[src/rtl/pwm_if.sv]
`default_nettype none
// +--------------------------------------------------------------------------+
// | pwm_if: SPI control-register bundle in, PWM output bank out.             |
// | Revision: 1.0                                                            |
// +--------------------------------------------------------------------------+
interface pwm_if;
   logic [7:0]  en_reg_out_7_0;
   logic [7:0]  en_reg_out_15_8;
   logic [7:0]  en_reg_pwm_7_0;
   logic [7:0]  en_reg_pwm_15_8;
   logic [7:0]  pwm_duty_cycle;
   logic [15:0] out;
   logic        period_start;

   modport master (
      output en_reg_out_7_0, en_reg_out_15_8, en_reg_pwm_7_0, en_reg_pwm_15_8,
      output pwm_duty_cycle,
      input  out, period_start
   );

   modport slave (
      input  en_reg_out_7_0, en_reg_out_15_8, en_reg_pwm_7_0, en_reg_pwm_15_8,
      input  pwm_duty_cycle,
      output out, period_start
   );
endinterface
`default_nettype wire

[src/rtl/pwm_peripheral.sv]
`default_nettype none
// +--------------------------------------------------------------------------+
// | pwm_peripheral: prescaled 8-bit PWM driving 16 gated/static/PWM outputs. |
// | Option: define PWM_SHADOW_EN to latch duty at each period wrap.          |
// | Revision: 1.0                                                            |
// +--------------------------------------------------------------------------+
module pwm_peripheral #(
   parameter int PRESCALE = 13,
   parameter int CNT_MAX  = 254
) (
   input  logic clk,
   input  logic rst_n,
   pwm_if.slave bus
);
   localparam int              PS_W     = (PRESCALE > 1) ? $clog2(PRESCALE) : 1;
   localparam logic [PS_W-1:0] PS_LAST  = PS_W'(PRESCALE - 1);
   localparam logic [7:0]      CNT_LAST = 8'(CNT_MAX);

   logic [PS_W-1:0] prescale_q, prescale_d;
   logic [7:0]      pwm_cnt_q, pwm_cnt_d;
   logic [15:0]     out_q, out_d;
   logic            period_start_q, period_start_d;

   logic            w_tick;
   logic            w_wrap;
   logic            w_level;
   logic [7:0]      w_duty;
   logic [15:0]     w_en_out;
   logic [15:0]     w_en_pwm;

   assign w_tick   = (prescale_q == PS_LAST);
   assign w_wrap   = w_tick && (pwm_cnt_q == CNT_LAST);
   assign w_en_out = {bus.en_reg_out_15_8, bus.en_reg_out_7_0};
   assign w_en_pwm = {bus.en_reg_pwm_15_8, bus.en_reg_pwm_7_0};

`ifdef PWM_SHADOW_EN
   // Duty only changes at a period boundary so a mid-period write cannot split a pulse.
   logic [7:0] duty_q, duty_d;

   always_comb begin
      duty_d = w_wrap ? bus.pwm_duty_cycle : duty_q;
   end

   always_ff @(posedge clk or negedge rst_n) begin
      if (!rst_n) begin
         duty_q <= 8'h00;
      end else begin
         duty_q <= duty_d;
      end
   end

   assign w_duty = duty_q;
`else
   assign w_duty = bus.pwm_duty_cycle;
`endif

   assign w_level = (w_duty == 8'hFF) || ((w_duty != 8'h00) && (pwm_cnt_q < w_duty));

   always_comb begin
      prescale_d     = w_tick ? '0 : prescale_q + 1'b1;
      pwm_cnt_d      = pwm_cnt_q;
      if (w_tick) begin
         pwm_cnt_d = w_wrap ? 8'h00 : pwm_cnt_q + 8'h01;
      end
      period_start_d = w_wrap;
      // Disabled bits are 0, static bits are 1, PWM bits follow the shared level.
      out_d          = w_en_out & (~w_en_pwm | {16{w_level}});
   end

   always_ff @(posedge clk or negedge rst_n) begin
      if (!rst_n) begin
         prescale_q     <= '0;
         pwm_cnt_q      <= 8'h00;
         out_q          <= 16'h0000;
         period_start_q <= 1'b0;
      end else begin
         prescale_q     <= prescale_d;
         pwm_cnt_q      <= pwm_cnt_d;
         out_q          <= out_d;
         period_start_q <= period_start_d;
      end
   end

   assign bus.out          = out_q;
   assign bus.period_start = period_start_q;
endmodule
`default_nettype wire
[src/flat_wrapper.sv]
// flat-port wrapper written by rule: the top's interface ports become plain ports
module pwm_peripheral_flat 
#(
   parameter int PRESCALE = 13,
   parameter int CNT_MAX  = 254
)
  (clk, rst_n, bus_en_reg_out_7_0, bus_en_reg_out_15_8, bus_en_reg_pwm_7_0, bus_en_reg_pwm_15_8, bus_pwm_duty_cycle, bus_out, bus_period_start);
  pwm_if bus_i ();
  input  logic clk;
  input  logic rst_n;
  input wire logic [$bits(bus_i.en_reg_out_7_0)-1:0] bus_en_reg_out_7_0;
  input wire logic [$bits(bus_i.en_reg_out_15_8)-1:0] bus_en_reg_out_15_8;
  input wire logic [$bits(bus_i.en_reg_pwm_7_0)-1:0] bus_en_reg_pwm_7_0;
  input wire logic [$bits(bus_i.en_reg_pwm_15_8)-1:0] bus_en_reg_pwm_15_8;
  input wire logic [$bits(bus_i.pwm_duty_cycle)-1:0] bus_pwm_duty_cycle;
  output wire logic [$bits(bus_i.out)-1:0] bus_out;
  output wire logic [$bits(bus_i.period_start)-1:0] bus_period_start;
  assign bus_i.en_reg_out_7_0 = bus_en_reg_out_7_0;
  assign bus_i.en_reg_out_15_8 = bus_en_reg_out_15_8;
  assign bus_i.en_reg_pwm_7_0 = bus_en_reg_pwm_7_0;
  assign bus_i.en_reg_pwm_15_8 = bus_en_reg_pwm_15_8;
  assign bus_i.pwm_duty_cycle = bus_pwm_duty_cycle;
  assign bus_out = bus_i.out;
  assign bus_period_start = bus_i.period_start;
  pwm_peripheral #(.PRESCALE(PRESCALE), .CNT_MAX(CNT_MAX)) u_core (.clk(clk), .rst_n(rst_n), .bus(bus_i));
endmodule
[config.mk]
export PLATFORM = sky130hd
export DESIGN_NAME = pwm_peripheral_flat
export DESIGN_NICKNAME = d
export VERILOG_FILES = /design/src/rtl/pwm_if.sv /design/src/rtl/pwm_peripheral.sv /design/src/flat_wrapper.sv
export SDC_FILE = /design/constraint.sdc
export NUM_CORES = 1
export LEC_CHECK = 0
export ABC_AREA = 1
export BUFFER_PORTS_ARGS = -buffer_cell sky130_fd_sc_hd__buf_2
export CORE_AREA = 4 4 84 86
export DETAILED_ROUTE_END_ITERATION = 12
export DIE_AREA = 0 0 88 90
export MAX_ROUTING_LAYER = met4
export SLEW_MARGIN = 0
export SYNTH_ARGS = -nofsm -noshare
export SYNTH_HDL_FRONTEND = slang
export SYNTH_SLANG_ARGS = --single-unit
export TNS_END_PERCENT = 10
[constraint.sdc]
create_clock -name clk -period 2.5 [get_ports clk]
set_input_delay 0.25 -clock clk [delete_from_list [all_inputs] [get_ports clk]]
set_output_delay 0.25 -clock clk [all_outputs]
set_load 0.02 [all_outputs]
==> flow_metrics.tcl <==
set metrics [dict create \
    syn_to_final_growth_pct 29.5 \
    nFillCells 668 \
    post_cts_buffers 0 \
    crit_type "reg -> reg" \
    finClkSkew_ns 0.00542 \
    crit_family "simple AND/OR/NAND/NOR gates" \
    max_freq_ghz 0.642 \
    dr.pass1.iters 3 \
    fp.dieH_um 90 \
    antenna_cells 0 \
    clock_latency_ns 0.28 \
    hold_viol 3 \
    leakagePower_nw 1.12 \
    seqPwrFrac_pct 50.0 \
    tightest_slew_ns 0.647 \
    path_buf_inv 1 \
    switching_share_pct 23.5 \
    cp_data_required_time_ns 2.66 \
    cts-buffers-inserted 5 \
    powerDensity_mw_per_mm2 492 \
    whs_ns -0.00594 \
    hp-class "in -> async" \
    ys_ff_latch 29 \
    period_needed_ns 1.56 \
    relSlewSlack_pct 56.9 \
    ys_warn_count 0 \
    synth_cell_types 21 \
    grt_max_degree 30 \
    wl_per_cell_um 10.4 \
    clkSinkCount 29 \
    cts_resized 0 \
    final_nets 300 \
    cp-end-kind "register" \
    power_frac_comb_pct 10.8 \
    io_pins 59 \
    fin_util_pct 31.5 \
    grt_overflow 0 \
    multi_input_area_um2 624 \
    setup_violations 0 \
    grt_use_total_pct 9.75 \
    crit_top_cell "nand2_1" \
    arrival_ns 1.72 \
    std_cell_rows 29 \
    violations "hold timing" \
    max_stage_delay_ns 0.42 \
    die_area_mm2 0.00792 \
    finalSetupTns_ns 0 \
    slowest_stage "dfrtp_1" \
    vias_per_cell 4.05 \
    final_area_mm2 0.00198 \
    placed_area_mm2 0.00189 \
    synth_area_per_cell_um2 8.30 \
    dp_hpwl_um 2770 \
    drv_cap 0 \
    cts_root_buffer "clkbuf_8" \
    p_int_mw 0.744 \
    drc 0 \
    clockBufferDepth 2 \
    routabilityCongestion 0.851 \
    routed-via-count 1312 \
    drtIter0Drc 27 \
    synth_cells 184 \
    register_area_um2 726 \
    initial_core_util_pct 24.3 \
    maxSlewViolCount 0 \
    netlist_area_mm2 0.00153 \
    worstPathMaxFanout 16 \
    finalWirelength_um 3350 \
    ys_seq_area_share_pct 47.5 \
    rsz0062_at_grt "false" \
    antenna_found_initial 0 \
    cts_tree "built" \
    die_w_um 88 \
    hold_buffers 0 \
    grt_pass1_vias 1326 \
    clkPwrFrac_pct 39.2 \
    h-tree-depth 2 \
    io_buffers 58 \
    layout-drive-gt1-share_pct 30.0 \
    p_switching_mw 0.229 \
    clkTransAtPathRegs_ns 0.06 \
    cp_cell_sequence "ha_1, nand2_1, nand2_1, nand2_1, a21oi_1, nor2_2, nand2_4, nand3_1, nand2_1, inv_1" \
    status "finished with violations" \
    core_mm2 0.00628 \
    synth_fp_nets 237 \
    vdd_ir_drop_max_v 0.000252 \
    start_kind "register" \
    period_share_pct 62.3 \
    ant_nets 0 \
    grt_pass1_wl_um 5930 \
]
[synthesized netlist by cell type]
| master | number | share of area (%) |
|---|---|---|
| xnor2_1 | 1 | 0.57 |
| dfrtp_1 | 29 | 48 |
| nor3_2 | 1 | 0.66 |
| ha_1 | 11 | 9.0 |
| nor3b_2 | 1 | 0.82 |
| nor2_2 | 2 | 0.82 |
| nand2_4 | 1 | 0.74 |
| nand3_2 | 2 | 1.3 |
| inv_1 | 39 | 9.6 |
| a21oi_1 | 4 | 1.3 |
| nand3_1 | 20 | 6.6 |
| o21bai_1 | 1 | 0.49 |
| a2bb2oi_1 | 1 | 0.57 |
| nand4_2 | 1 | 0.82 |
| o21ai_0 | 3 | 0.98 |
| buf_6 | 2 | 1.5 |
| nor3_1 | 5 | 1.6 |
| nand2_1 | 41 | 10 |
| xor2_1 | 1 | 0.57 |
| nor2_1 | 16 | 3.9 |
| inv_2 | 2 | 0.49 |
[registers in the layout (all words and copies together), names as in the netlist]
signal and flops:
u_core.prescale_q 4, u_core.bus.period_start 1, u_core.pwm_cnt_q 8, u_core.bus.out 16
[area by class of cell]
cell class	instances	area share [%]
flip-flops and latches	29	36.7
multi-input cells	112	31.6
repair buffers	58	14.7
inverters	41	7.78
well taps	77	4.87
clock buffers	7	4.37
[per-stage QoR]
step,setup WS (ns),total power [mW],std cells
final,0.942,0.974,324
after global placement,0.936,0.601,317
after floorplan,1.04,0.539,184
after detailed placement,0.935,0.603,317
after CTS,0.925,0.997,324
after global routing,0.746,1.03,324
[routing by layer]
layer | vias up | share of wire (%) | wire length (µm) | track usage (%)
li1 | 687 | - | - | -
met1 | 573 | 45 | 1520 | 11.5
met2 | 46 | 45 | 1500 | 14.6
met3 | 6 | 8.4 | 281 | 4.02
met4 | 0 | 1.8 | 61 | 3.84
met5 | - | 0 | 0 | -
[placed cells by master (no fill, tap or decap), drive strengths merged]
master	netlist	routed
buf	2	58
nand2	42	42
inv	41	41
dfrtp	29	29
nand3	22	22
nor2	18	18
ha	11	11
clkbuf	0	7
nor3	6	6
a21oi	4	4
o21ai	3	3
xnor2	1	1
o21bai	1	1
nand4	1	1
xor2	1	1
a2bb2oi	1	1
nor3b	1	1
[path summary, 6_finish.rpt]
path                                         from              endpoint  slack [ns]  cells after the start
max                           u_core.pwm_cnt_q[5]     u_core.bus.out[4]        0.94                     10
min                                         rst_n   u_core.pwm_cnt_q[4]      -0.006                      1
max reg2reg                   u_core.pwm_cnt_q[5]     u_core.bus.out[4]        0.94                     10
min reg2reg                  u_core.prescale_q[0]  u_core.prescale_q[0]        0.55                      3
max in group asynchronous                   rst_n     u_core.bus.out[9]        2.08                      1
min in group clk           bus_en_reg_out_15_8[1]     u_core.bus.out[9]        0.16                      3
[kinds of logic (layout without fill, tap and decap cells)]
kind of cell,Yosys count,count (layout),share of synthesized area (%)
AOI/OAI and AO/OA,9,9,3.36
buffers and inverters,43,106,11.6
xor gates and xnor gates,2,2,1.15
adders and majority gates,11,11,9.02
DFF,29,29,47.5
and+or+nand+nor,90,90,27.4
[power by group through the flow]
stage / clock network, mW / registers, mW / logic (mW)
finish: 0.382 / 0.486 / 0.105
global route: 0.422 / 0.487 / 0.122
CTS: 0.403 / 0.487 / 0.108
detailed placement: 0 / 0.495 / 0.108
global placement: 0 / 0.495 / 0.106
floorplan: 0 / 0.514 / 0.0258
No activity file was read; power rests on OpenSTA's default activity.
